$ cat config.mk
export PLATFORM = sky130hd
export DESIGN_NAME = uart_bus_slave
export DESIGN_NICKNAME = d
export VERILOG_FILES = /design/src/rtl/uart_pkg.sv /design/src/rtl/uart_rx_core.sv /design/src/rtl/uart_bus_slave.sv
export SDC_FILE = /design/constraint.sdc
export NUM_CORES = 1
export LEC_CHECK = 0
export BUFFER_PORTS_ARGS = -buffer_cell sky130_fd_sc_hd__buf_2
export CORE_ASPECT_RATIO = 0.7
export CORE_MARGIN = 5
export CORE_UTILIZATION = 60
export DETAILED_ROUTE_END_ITERATION = 16
export GPL_ROUTABILITY_DRIVEN = 0
export HOLD_SLACK_MARGIN = 0.08
export PLACE_DENSITY = 0.95
export SYNTH_ARGS = -nofsm -noshare
export SYNTH_HDL_FRONTEND = slang
export SYNTH_SLANG_ARGS = --single-unit
$ cat constraint.sdc
create_clock -name clk -period 6.6 [get_ports clk]
set_input_delay 0.66 -clock clk [delete_from_list [all_inputs] [get_ports clk]]
set_output_delay 0.66 -clock clk [all_outputs]
set_load 0.005 [all_outputs]
$ cat src/rtl/uart_pkg.sv
// Shared register map, STATUS bit positions and FSM encodings for the UART bus slave.
// UART_PARITY_EN adds the PARITY state to both serial FSMs.
package uart_pkg;
    localparam logic [1:0] REG_TXDATA = 2'd0;
    localparam logic [1:0] REG_RXDATA = 2'd1;
    localparam logic [1:0] REG_STATUS = 2'd2;
    localparam logic [1:0] REG_CTRL   = 2'd3;

    localparam int ST_RX_VALID   = 0;
    localparam int ST_TX_FULL    = 1;
    localparam int ST_TX_EMPTY   = 2;
    localparam int ST_TX_BUSY    = 3;
    localparam int ST_RX_OVERRUN = 4;
    localparam int ST_FRAME_ERR  = 5;
    localparam int ST_TX_DROP    = 6;

    localparam logic [2:0] TX_IDLE   = 3'd0;
    localparam logic [2:0] TX_START  = 3'd1;
    localparam logic [2:0] TX_DATA   = 3'd2;
    localparam logic [2:0] TX_STOP   = 3'd3;
`ifdef UART_PARITY_EN
    localparam logic [2:0] TX_PARITY = 3'd4;
`endif

    localparam logic [2:0] RX_IDLE   = 3'd0;
    localparam logic [2:0] RX_START  = 3'd1;
    localparam logic [2:0] RX_DATA   = 3'd2;
    localparam logic [2:0] RX_STOP   = 3'd3;
`ifdef UART_PARITY_EN
    localparam logic [2:0] RX_PARITY = 3'd4;
`endif
endpackage

$ cat src/rtl/uart_rx_core.sv
// Receive path: 2-flop synchroniser, mid-bit sampling FSM and shifter.
// UART_PARITY_EN adds an even-parity check between DATA and STOP.
module uart_rx_core
    import uart_pkg::*;
#(
    parameter int CLKS_PER_BIT = 5208
) (
    input  logic       clk,
    input  logic       reset,
    input  logic       uart_rxd,
    output logic       byte_done,
    output logic [7:0] rx_byte,
    output logic       frame_err
);
    localparam int CW = $clog2(CLKS_PER_BIT);
    localparam logic [CW-1:0] BIT_END  = CW'(CLKS_PER_BIT - 1);
    localparam logic [CW-1:0] HALF_END = CW'(CLKS_PER_BIT / 2 - 1);

    // sync[1] is the synchronised line, sync[2] its previous value for edge detection
    logic [2:0]    sync;
    logic [2:0]    state;
    logic [CW-1:0] cnt;
    logic [2:0]    bitn;
    logic          par_bad;
    logic          rxd_s;

    assign rxd_s = sync[1];

    always_ff @(posedge clk or negedge reset) begin
        if (!reset) begin
            sync      <= 3'b111;
            state     <= RX_IDLE;
            cnt       <= '0;
            bitn      <= '0;
            par_bad   <= 1'b0;
            rx_byte   <= '0;
            byte_done <= 1'b0;
            frame_err <= 1'b0;
        end else begin
            sync      <= {sync[1:0], uart_rxd};
            byte_done <= 1'b0;
            frame_err <= 1'b0;
            case (state)
                RX_IDLE: if (sync[2] && !rxd_s) begin
                    state <= RX_START;
                    cnt   <= '0;
                end
                RX_START: if (cnt == HALF_END) begin
                    cnt     <= '0;
                    bitn    <= '0;
                    par_bad <= 1'b0;
                    state   <= rxd_s ? RX_IDLE : RX_DATA;
                end else cnt <= cnt + 1'b1;
                RX_DATA: if (cnt == BIT_END) begin
                    cnt     <= '0;
                    rx_byte <= {rxd_s, rx_byte[7:1]};
                    bitn    <= bitn + 1'b1;
`ifdef UART_PARITY_EN
                    if (bitn == 3'd7) state <= RX_PARITY;
`else
                    if (bitn == 3'd7) state <= RX_STOP;
`endif
                end else cnt <= cnt + 1'b1;
`ifdef UART_PARITY_EN
                RX_PARITY: if (cnt == BIT_END) begin
                    cnt     <= '0;
                    par_bad <= (rxd_s != ^rx_byte);
                    state   <= RX_STOP;
                end else cnt <= cnt + 1'b1;
`endif
                RX_STOP: if (cnt == BIT_END) begin
                    cnt   <= '0;
                    state <= RX_IDLE;
                    if (rxd_s && !par_bad) byte_done <= 1'b1;
                    else                   frame_err <= 1'b1;
                end else cnt <= cnt + 1'b1;
                default: state <= RX_IDLE;
            endcase
        end
    end
endmodule

$ cat src/rtl/uart_bus_slave.sv
// Memory-mapped UART target: TX FIFO + serialiser, RX holding register, STATUS/CTRL, level IRQ.
// UART_PARITY_EN selects 8E1 framing instead of 8N1.
module uart_bus_slave
    import uart_pkg::*;
#(
    parameter logic [31:0] BASE_ADDR    = 32'h4000_0020,
    parameter int          CLKS_PER_BIT = 5208,
    parameter int          TX_DEPTH     = 4
) (
    input  logic        clk,
    input  logic        reset,
    input  logic        rd,
    input  logic        wr,
    input  logic [31:0] addr,
    input  logic [31:0] wdata,
    output logic [31:0] rdata,
    output logic        irqout,
    input  logic        uart_rxd,
    output logic        uart_txd
);
    localparam int PW = $clog2(TX_DEPTH);
    localparam int CW = $clog2(CLKS_PER_BIT);
    localparam logic [CW-1:0] BIT_END = CW'(CLKS_PER_BIT - 1);

    logic       hit, wr_tx, rd_rx, wr_st, wr_ctrl;
    logic [1:0] sel, ctrl;
    logic       rx_valid, rx_overrun, frame_err, tx_drop;
    logic [7:0] rx_byte, rx_core_byte;
    logic       rx_done, rx_ferr;
    logic       unused_bits;

    assign hit     = (addr[31:4] == BASE_ADDR[31:4]);
    assign sel     = addr[3:2];
    assign wr_tx   = wr && hit && sel == REG_TXDATA;
    assign rd_rx   = rd && hit && sel == REG_RXDATA;
    assign wr_st   = wr && hit && sel == REG_STATUS;
    assign wr_ctrl = wr && hit && sel == REG_CTRL;
    assign unused_bits = ^{addr[1:0], wdata[31:8]};

    // TX FIFO
    logic [7:0]  fifo_mem [TX_DEPTH];
    logic [PW-1:0] wr_ptr, rd_ptr;
    logic [PW:0] tx_count;
    logic        tx_full, tx_empty, tx_push, tx_pop, tx_busy;

    assign tx_full  = (tx_count == (PW+1)'(TX_DEPTH));
    assign tx_empty = (tx_count == '0);
    assign tx_push  = wr_tx && !tx_full;

    always_ff @(posedge clk) if (tx_push) fifo_mem[wr_ptr] <= wdata[7:0];

    always_ff @(posedge clk or negedge reset) begin
        if (!reset) begin
            wr_ptr   <= '0;
            rd_ptr   <= '0;
            tx_count <= '0;
        end else begin
            if (tx_push) wr_ptr <= wr_ptr + 1'b1;
            if (tx_pop)  rd_ptr <= rd_ptr + 1'b1;
            case ({tx_push, tx_pop})
                2'b10:   tx_count <= tx_count + 1'b1;
                2'b01:   tx_count <= tx_count - 1'b1;
                default: tx_count <= tx_count;
            endcase
        end
    end

    // TX serialiser; a pop at the end of STOP chains frames without an idle gap
    logic [2:0]    tx_state;
    logic [CW-1:0] tx_cnt;
    logic [2:0]    tx_bit;
    logic [7:0]    tx_sh;
    logic          bit_end;
`ifdef UART_PARITY_EN
    logic          tx_par;
`endif

    assign bit_end = (tx_cnt == BIT_END);
    assign tx_pop  = !tx_empty && (tx_state == TX_IDLE || (tx_state == TX_STOP && bit_end));
    assign tx_busy = (tx_state != TX_IDLE) || !tx_empty;

    always_ff @(posedge clk or negedge reset) begin
        if (!reset) begin
            tx_state <= TX_IDLE;
            tx_cnt   <= '0;
            tx_bit   <= '0;
            tx_sh    <= '0;
            uart_txd <= 1'b1;
`ifdef UART_PARITY_EN
            tx_par   <= 1'b0;
`endif
        end else begin
            if (tx_state != TX_IDLE) tx_cnt <= bit_end ? '0 : tx_cnt + 1'b1;
            if (tx_pop) begin
                tx_state <= TX_START;
                tx_sh    <= fifo_mem[rd_ptr];
                tx_cnt   <= '0;
                uart_txd <= 1'b0;
`ifdef UART_PARITY_EN
                tx_par   <= ^fifo_mem[rd_ptr];
`endif
            end else if (bit_end) begin
                case (tx_state)
                    TX_START: begin
                        tx_state <= TX_DATA;
                        tx_bit   <= '0;
                        uart_txd <= tx_sh[0];
                    end
                    TX_DATA: if (tx_bit == 3'd7) begin
`ifdef UART_PARITY_EN
                        tx_state <= TX_PARITY;
                        uart_txd <= tx_par;
`else
                        tx_state <= TX_STOP;
                        uart_txd <= 1'b1;
`endif
                    end else begin
                        tx_bit   <= tx_bit + 1'b1;
                        tx_sh    <= {1'b0, tx_sh[7:1]};
                        uart_txd <= tx_sh[1];
                    end
`ifdef UART_PARITY_EN
                    TX_PARITY: begin
                        tx_state <= TX_STOP;
                        uart_txd <= 1'b1;
                    end
`endif
                    default: begin
                        tx_state <= TX_IDLE;
                        uart_txd <= 1'b1;
                    end
                endcase
            end
        end
    end

    uart_rx_core #(.CLKS_PER_BIT(CLKS_PER_BIT)) u_rx (
        .clk       (clk),
        .reset     (reset),
        .uart_rxd  (uart_rxd),
        .byte_done (rx_done),
        .rx_byte   (rx_core_byte),
        .frame_err (rx_ferr)
    );

    // Flag sets are ordered after W1C clears so a same-edge event is not lost
    always_ff @(posedge clk or negedge reset) begin
        if (!reset) begin
            rx_valid   <= 1'b0;
            rx_overrun <= 1'b0;
            frame_err  <= 1'b0;
            tx_drop    <= 1'b0;
            rx_byte    <= '0;
            ctrl       <= '0;
            irqout     <= 1'b0;
        end else begin
            if (rx_done) begin
                rx_byte  <= rx_core_byte;
                rx_valid <= 1'b1;
            end else if (rd_rx) rx_valid <= 1'b0;
            if (wr_st && wdata[ST_RX_OVERRUN]) rx_overrun <= 1'b0;
            if (rx_done && rx_valid && !rd_rx) rx_overrun <= 1'b1;
            if (wr_st && wdata[ST_FRAME_ERR]) frame_err <= 1'b0;
            if (rx_ferr) frame_err <= 1'b1;
            if (wr_st && wdata[ST_TX_DROP]) tx_drop <= 1'b0;
            if (wr_tx && tx_full) tx_drop <= 1'b1;
            if (wr_ctrl) ctrl <= wdata[1:0];
            irqout <= (ctrl[0] & rx_valid) | (ctrl[1] & ~tx_busy);
        end
    end

    always_comb begin
        rdata = '0;
        if (rd && hit) begin
            case (sel)
                REG_RXDATA: rdata = {24'd0, rx_byte};
                REG_STATUS: rdata = {25'd0, tx_drop, frame_err, rx_overrun,
                                     tx_busy, tx_empty, tx_full, rx_valid};
                REG_CTRL:   rdata = {30'd0, ctrl};
                default:    rdata = '0;
            endcase
        end
    end
endmodule

==> results_dict.tcl, run 1 <==
set metrics [dict create \
    relSlewSlack_pct 14.69 \
    dr.pass1.iters 5 \
    synth_flop_cell "dfrtp_1" \
    p_leak_nw 2.767 \
    fmax_mhz 327.4 \
    status "complete, no violations" \
    fin_crit_sh_pct 46.28 \
    fin_skew_ns 0.006184 \
    avgSynthCellArea_um2 12.18 \
    clock_latency_ns 0.35 \
    nFillCells 600 \
    die_h_um 90.66 \
    grtUsageTotal_pct 22.73 \
    cp.required_ns 5.94 \
    h-tree-depth 3 \
    final_util_pct 68.00 \
    avgRoutedWirePerCell_um 19.56 \
    clockBufferDepth 2 \
    cts_buffers 9 \
    arrival_ns 2.39 \
    clock-sinks 112 \
    crit_fanout 7 \
    initial_utilization_pct 61.48 \
    finalSetupViolCount 0 \
    vias_per_cell 6.128 \
    fp-row-count 29 \
    post-route-min-period_ns 3.055 \
    grt_pass1_wl_mm 20.65 \
    dp_slack_ns 3.245 \
    drc 0 \
    hold_viol_final 0 \
    detail-route-antenna-nets 0 \
    rrSetupSlack_ns 3.70 \
    hold_buffers 0 \
    setup_tns_ns 0 \
    startpoint_type "register" \
    vdd_ir_drop_max_mv 0.2605 \
    io_buffers 52 \
    cts_resized 0 \
    synth_enable_flop_cells 32 \
    num_antenna_cells 0 \
    drtIter0Drc 305 \
    dieArea_um2 11350 \
    worstMarginPinSlew_ns 1.266 \
    areaGrowthSynthToFinish_pct 10.61 \
    antenna_found_initial 0 \
    hold_class "register to register" \
    synthDistinctLibCells 62 \
    num_io_pins 103 \
    cts_setup_buffers 0 \
    synth-seq-area-share_pct 53.22 \
    finalPower_mw 1.580 \
    final.setup.worst_slack_ns 3.545 \
    hold_slack_ns 0.3659 \
    ys_seq_elements 112 \
    syn_area_um2 5577 \
    critPathKind "register to output pin" \
    cts_root_buffer "clkbuf_16" \
    netlist_instances 458 \
    die_x_um 125.2 \
    rsz0062_at_grt "false" \
    routed_wl_mm 12.54 \
    core_area_um2 9071 \
    maxSlewViolCount 0 \
    tritoncts "yes" \
    cp-end-kind "output pin" \
    synthArstFlopShare_pct 71.43 \
    nNetsFinal 604 \
    clk_pin_slew_ns 0.07 \
    grt_pass1_vias 4073 \
    final_layout_size_suffix_gt1_share_pct 25.53 \
    maxCapViolations 0 \
    vias 3928 \
    p_per_area_nw_per_um2 256.1 \
    hpwl_mm 8.722 \
    yosysWarnings 0 \
    grt_max_degree 81 \
    grt_overflow 0 \
]
[placed cells by master, fill, tap and decap left out, drive strengths merged, types with 4 or more instances in the layout]
cell type	synthesis	layout
a21oi	7	7
a22o	6	6
a22oi	7	7
and2	5	5
and3	5	5
and4	4	4
buf	28	53
clkbuf	5	10
conb	1	24
dfrtp	76	76
dfstp	4	4
edfxtp	32	32
ha	22	22
inv	16	19
mux2	36	36
mux4	8	8
nand2	31	31
nand2b	5	5
nand3	10	10
nand4	11	11
nor2	45	45
nor3	6	6
nor4	8	8
nor4b	4	4
o21ai	12	12
xnor2	9	9
xor2	16	16
[per-stage QoR]
step,cells,instance area (um2)
CTS,641,6168
floorplan,481,5663
detailed placement,625,5869
finish,641,6168
global route,641,6168
global placement,625,5869
[power breakdown]
group          internal, mW  switching [mW]  total, mW
sequential            0.742          0.0265      0.769
clock                 0.284           0.259      0.543
combinational        0.0944           0.173      0.268
total                  1.12           0.459       1.58
[state kept, by name (all words and copies together), names as in the netlist]
name	count
tx_cnt	13
u_rx.frame_err	1
frame_err	1
u_rx.byte_done	1
fifo_mem	32
tx_bit	3
rd_ptr	2
uart_txd	1
u_rx.bitn	3
tx_drop	1
rx_overrun	1
u_rx.state	2
wr_ptr	2
tx_state	2
ctrl	2
irqout	1
rx_byte	8
tx_count	3
u_rx.sync	3
u_rx.rx_byte	8
tx_sh	8
u_rx.cnt	13
rx_valid	1
[synthesized netlist by cell type, types with 9 or more instances]
master | count | area share, %
nand3_1 | 10 | 0.90
mux2_2 | 36 | 7.3
ha_1 | 22 | 4.9
dfrtp_1 | 76 | 34
buf_4 | 25 | 3.4
nand2_1 | 30 | 2.0
edfxtp_1 | 32 | 17
inv_1 | 16 | 1.1
nand4_1 | 11 | 1.2
xor2_1 | 16 | 2.5
xnor2_1 | 9 | 1.4
o21ai_0 | 12 | 1.1
nor2_1 | 43 | 2.9
[final cells by class]
class | count | area, um2 | area share (%)
Inverter | 16 | 60.06 | 0.9736
Clock inverter | 6 | 48.80 | 0.7911
Clock buffer | 10 | 250.2 | 4.057
Timing Repair Buffer | 53 | 270.3 | 4.381
Tap cell | 124 | 155.1 | 2.515
Multi-Input combinational cell | 320 | 2416 | 39.17
Sequential cell | 112 | 2968 | 48.11
[logic make-up after synthesis]
group / Yosys count / synth area share [%]
other: 1 / 0.06725
multiplexers: 45 / 10.68
buffers and inverters: 49 / 5.003
AND/OR/NAND/NOR: 148 / 14.72
AO/OA/AOI/OAI: 55 / 7.090
flip-flops: 112 / 53.22
adder cells (fa/ha/maj): 23 / 5.295
XOR/XNOR: 25 / 3.926
[worst max-delay path, stage by stage, from the launching register on]
cell and delay [ns]:
dfrtp_1 0.45, nor3_1 0.74, nand2_1 0.36, a22oi_1 0.25
nor2_1 0.10, buf_2 0.15
[worst paths after layout]
path | end | start | depth (start not counted)
setup / recovery | rdata[3] | tx_count[1] | 5
hold / removal | u_rx.sync[1] | u_rx.sync[0] | 0
setup reg to reg | tx_count[2] | tx_cnt[0] | 12
hold reg to reg | u_rx.sync[1] | u_rx.sync[0] | 0
max in group asynchronous | ctrl[0] | reset | 1
min in group asynchronous | tx_bit[1] | reset | 1
[routing by layer]
layer  global-route usage (%)  wire, um  vias to the layer above
met5                        0         0                        -
met4                    8.755       336                        0
met3                    5.910       904                       29
met2                    37.57      6288                      199
met1                    28.89      5007                     1983
li1                         -         -                     1717
Power figures use the tool's default switching activity.
==> inputs of run 2 (changes only) <==
Settings changed: CORE_UTILIZATION 60 to 50, PLACE_DENSITY 0.95 to 0.87.
Clock period 6.6 ns to 2.8 ns, I/O delays scaled along.
==> results_dict.tcl, run 2 (synthesis gave the netlist of run 1 again) <==
set metrics [dict create \
    status "complete, no violations" \
    clockBufferDepth 2 \
    grt_pass1_wl_mm 19.27 \
    io_buffers 52 \
    largest_register_ff_count 32 \
    critPathTopFamily "adder cells" \
    post-route-min-period_ns 2.606 \
    startpoint_type "register" \
    setup_tns_ns 0 \
    clk_pin_slew_ns 0.07 \
    grtUsageTotal_pct 18.21 \
    rrSetupSlack_ns 0.19 \
    hpwl_mm 8.292 \
    worstMarginPinSlew_ns 1.233 \
    vdd_ir_drop_max_mv 0.4147 \
    routed_wl_mm 11.68 \
    nNetsFinal 610 \
    grt_overflow 0 \
    top_register "fifo_mem" \
    tritoncts "yes" \
    layout_common_cells "dfrtp_1, buf_2, nor2_1" \
    final_common_cell "dfrtp_1" \
    arrival_ns 2.88 \
    fp-row-count 32 \
    clock-sinks 112 \
    dieArea_um2 13400 \
    p_per_area_nw_per_um2 603.4 \
    cpPeakStageDelay_ns 0.41 \
    cp.required_ns 3.07 \
    path_buf_inv 1 \
    initial_utilization_pct 50.83 \
    areaGrowthSynthToFinish_pct 12.63 \
    reg.largest.list "fifo_mem x32, tx_cnt x13, u_rx.cnt x13" \
    fmax_mhz 383.7 \
    cp-end-kind "register" \
    r2r_end "tx_count[2]" \
    maxSlewViolCount 0 \
    cts_root_buffer "clkbuf_16" \
    hold_viol_final 0 \
    rsz0062_at_grt "false" \
    vias_per_cell 5.496 \
    drc 0 \
    die_x_um 136.2 \
    final_util_pct 57.25 \
    cts_setup_buffers 0 \
    fin_skew_ns 0.009275 \
    num_antenna_cells 0 \
    r2r-start "tx_cnt[0]" \
    antenna_found_initial 0 \
    vias 3715 \
    avgRoutedWirePerCell_um 17.28 \
    reg2reg_depth 11 \
    detail-route-antenna-nets 0 \
    grt_max_degree 81 \
    crit_fanout 6 \
    maxCapViolations 0 \
    num_io_pins 103 \
    finalSetupViolCount 0 \
    die_h_um 98.36 \
    p_leak_nw 2.812 \
    crit_chain "ha_1, and3_1, and4_1, a21oi_2, nor2_1, ha_1, inv_1, fa_1, xor2_1, nor2_1, xor2_1" \
    core_area_um2 10970 \
    dr.pass1.iters 5 \
    fin_crit_sh_pct 93.07 \
    crit_path_top_delay_cell "dfrtp_1" \
    grt_pass1_vias 3772 \
    clock_latency_ns 0.35 \
    hold_class "input port to asynchronous set/reset pin" \
    final_layout_size_suffix_gt1_share_pct 26.39 \
    cts_buffers 9 \
    drtIter0Drc 327 \
    critPathKind "register to register" \
    relSlewSlack_pct 16.93 \
    h-tree-depth 3 \
]
run 2: cell count changes in the layout (fill, tap and decap cells not counted):
cell / before / now
clkinv_1: 1 / 0
bufinv_16: 0 / 1
inv_8: 1 / 0
clkbuf_4: 0 / 1
clkinvlp_4: 1 / 0
clkbuf_8: 0 / 1
buf_4: 2 / 7
dlygate4sd3_1: 0 / 1
run 2: report_power, final:
group          switching [mW]  leakage, nW  internal (mW)
Combinational           0.373         1.27          0.223
Clock                   0.593        0.162          0.792
Sequential             0.0598         1.38           1.75
Total                    1.03         2.81           2.76
run 2: area by class of cell:
class	instances	area (um2)
Clock buffer	12	271.5
Clock inverter	4	56.30
Fill cell	884	4690
Inverter	16	60.06
Multi-Input combinational cell	320	2416
Sequential cell	112	2968
Tap cell	153	191.4
Timing Repair Buffer	59	317.8
run 2: worst max-delay path by stage:
stage	slack [ns]	endpoint	cells after the start	from
floorplan	0.24	tx_count[2]	13	tx_cnt[0]
CTS	0.22	tx_count[2]	11	tx_cnt[0]
global route	0.04	tx_count[2]	11	tx_cnt[0]
finish	0.19	tx_count[2]	11	tx_cnt[0]
global placement	0.27	tx_count[2]	12	addr[13]
detailed placement	0.18	tx_count[2]	12	addr[13]
run 2: routing by layer:
| layer | track usage (%) | vias to the layer above | wire length, um |
|---|---|---|---|
| met5 | 0 | - | 0 |
| met1 | 24.65 | 1833 | 4855 |
| li1 | - | 1719 | - |
| met3 | 5.098 | 12 | 911 |
| met2 | 29.97 | 151 | 5816 |
| met4 | 3.021 | 0 | 97 |
run 2: metrics by stage:
step / hold slack, ns / setup WS [ns] / std cells / area (um2) / total power [mW]
after floorplan: -0.01559 / 0.2427 / 481 / 5663 / 2.264
after global placement: 0.3479 / 0.2662 / 659 / 5943 / 2.372
after detailed placement: 0.3574 / 0.1819 / 659 / 5943 / 2.420
after CTS: 0.1451 / 0.2192 / 676 / 6281 / 3.802
after global routing: 0.1500 / 0.03703 / 676 / 6281 / 3.960
final: 0.09688 / 0.1940 / 676 / 6281 / 3.790
run 2: repair_timing:
item / 4_1_cts / 5_1_grt
hold endpoints to repair: 1 / 0
hold buffers: 1 / 0
endpoints found under the setup margin: 0 / 0
resized for setup: 0 / 0
==> inputs of run 3 (changes only) <==
Settings changed: REMOVE_ABC_BUFFERS set to 1.
==> results_dict.tcl, run 3 (synthesis gave the netlist of run 1 again) <==
set metrics [dict create \
    arrival_ns 2.89 \
    die_h_um 98.36 \
    vias_per_cell 5.601 \
    multi_input_area_um2 2419 \
    path_buf_inv 1 \
    grt_pass1_vias 3940 \
    grtUsageTotal_pct 18.46 \
    swShare_pct 28.11 \
    vias 3786 \
    fin_crit_sh_pct 93.13 \
    rsz0062_at_grt "false" \
    clock-sinks 112 \
    nNetsFinal 610 \
    dr.pass1.iters 5 \
    reg.largest.list "fifo_mem x32, tx_cnt x13, u_rx.cnt x13" \
    clockBufferDepth 2 \
    grt_max_degree 81 \
    grt_pass1_wl_mm 19.71 \
    startpoint_type "register" \
    hold_viol_final 0 \
    antenna_found_initial 0 \
    num_antenna_cells 0 \
    crit_chain "ha_2, and3_1, and4_1, a21oi_2, nor2_1, ha_1, inv_1, fa_1, xor2_1, nor2_1, xor2_1" \
    largest_register_ff_count 32 \
    routed_wl_mm 11.67 \
    power_switching_mw 1.021 \
    areaGrowthSynthToFinish_pct 11.89 \
    fin_skew_ns 0.008862 \
    nFillCells 872 \
    cts_root_buffer "clkbuf_16" \
    p_leak_nw 2.781 \
    final_util_pct 56.88 \
    crit_path_top_delay_cell "dfrtp_1" \
    maxSlewViolCount 0 \
    cpPeakStageDelay_ns 0.41 \
    fp-row-count 32 \
    relSlewSlack_pct 17.66 \
    crit_fanout 6 \
    h-tree-depth 3 \
    initial_utilization_pct 50.83 \
    drc 0 \
    final_common_cell "dfrtp_1" \
    drtIter0Drc 388 \
    critPathKind "register to register" \
    hold_slack_ns 0.06630 \
    maxCapViolations 0 \
    clock_latency_ns 0.35 \
    cp-end-kind "register" \
    cts_setup_buffers 0 \
    hold_class "input port to asynchronous set/reset pin" \
    tritoncts "yes" \
    vdd_ir_drop_max_mv 0.4734 \
    io_buffers 52 \
    cts_buffers 9 \
    die_x_um 136.2 \
    internal-power_mw 2.612 \
    finalPower_mw 3.633 \
    detail-route-antenna-nets 0 \
    clkPwrFrac_pct 33.6 \
    area.sequential_um2 2968 \
    combPwrFrac_pct 16.6 \
    layout_common_cells "dfrtp_1, buf_2, nor2_1" \
    status "complete, no violations" \
    finalSetupViolCount 0 \
    clk_pin_slew_ns 0.07 \
    hpwl_mm 8.553 \
    pwr-share-seq_pct 49.8 \
    post-route-min-period_ns 2.608 \
    cp.required_ns 3.08 \
    fmax_mhz 383.5 \
    rrSetupSlack_ns 0.19 \
    core_area_um2 10970 \
    grt_overflow 0 \
    top_register "fifo_mem" \
    worstMarginPinSlew_ns 1.222 \
    avgRoutedWirePerCell_um 17.27 \
    critPathTopFamily "adder cells" \
    dieArea_um2 13400 \
    final_layout_size_suffix_gt1_share_pct 26.39 \
    p_per_area_nw_per_um2 582.2 \
    num_io_pins 103 \
]
==> run 3: power by group through the flow <==
stage,combinational [mW],clock [mW],sequential (mW)
2_1_floorplan,0.408,0,1.82
3_3_place_gp,0.540,0,1.83
3_5_place_dp,0.587,0,1.84
4_1_cts,0.598,1.24,1.81
5_1_grt,0.679,1.32,1.82
6_report,0.604,1.22,1.81
==> run 3: path summary, 6_finish.rpt <==
path / from / end / depth (start not counted)
worst max-delay path: tx_cnt[0] / tx_count[2] / 11
max in group asynchronous: reset / u_rx.cnt[7] / 1
worst min register to register: u_rx.sync[0] / u_rx.sync[1] / 0
worst max register to register: tx_cnt[0] / tx_count[2] / 11
min in group clk: wdata[7] / fifo_mem[2][7] / 1
worst min-delay path: reset / tx_bit[0] / 1
==> run 3: per-stage QoR <==
stage	cells	instance area [um2]	worst slack, ns	TNS, ns
floorplan	448	5444	-0.03804	-0.03804
global placement	659	5943	0.1938	0
detailed placement	659	5943	0.07521	0
CTS	676	6237	0.1705	0
global route	676	6240	0.03479	0
finish	676	6240	0.1923	0
==> run 3: repair_timing <==
item | CTS | global route
gates resized for setup | 0 | 1
setup endpoints to repair | 0 | 1
hold endpoints to repair | 1 | 0
hold buffers | 1 | 0
==> run 3: cell type report <==
type                       instances  share of cell area (%)
clock inverter                     5                  0.6617
sequential                       112                   47.56
timing repair buffer              59                   5.093
multi-input combinational        320                   38.76
tap                              153                   3.068
inverter                          16                  0.9625
clock buffer                      11                   3.890
==> run 3: routing by layer <==
layer  vias up  global-route usage, %  share of wire [%]
li1       1727                      -                  -
met1      1899                  25.07                 43
met2       131                  29.78                 50
met3        29                  3.965                5.4
met4         0                  5.964                2.0
met5         -                      0                  0
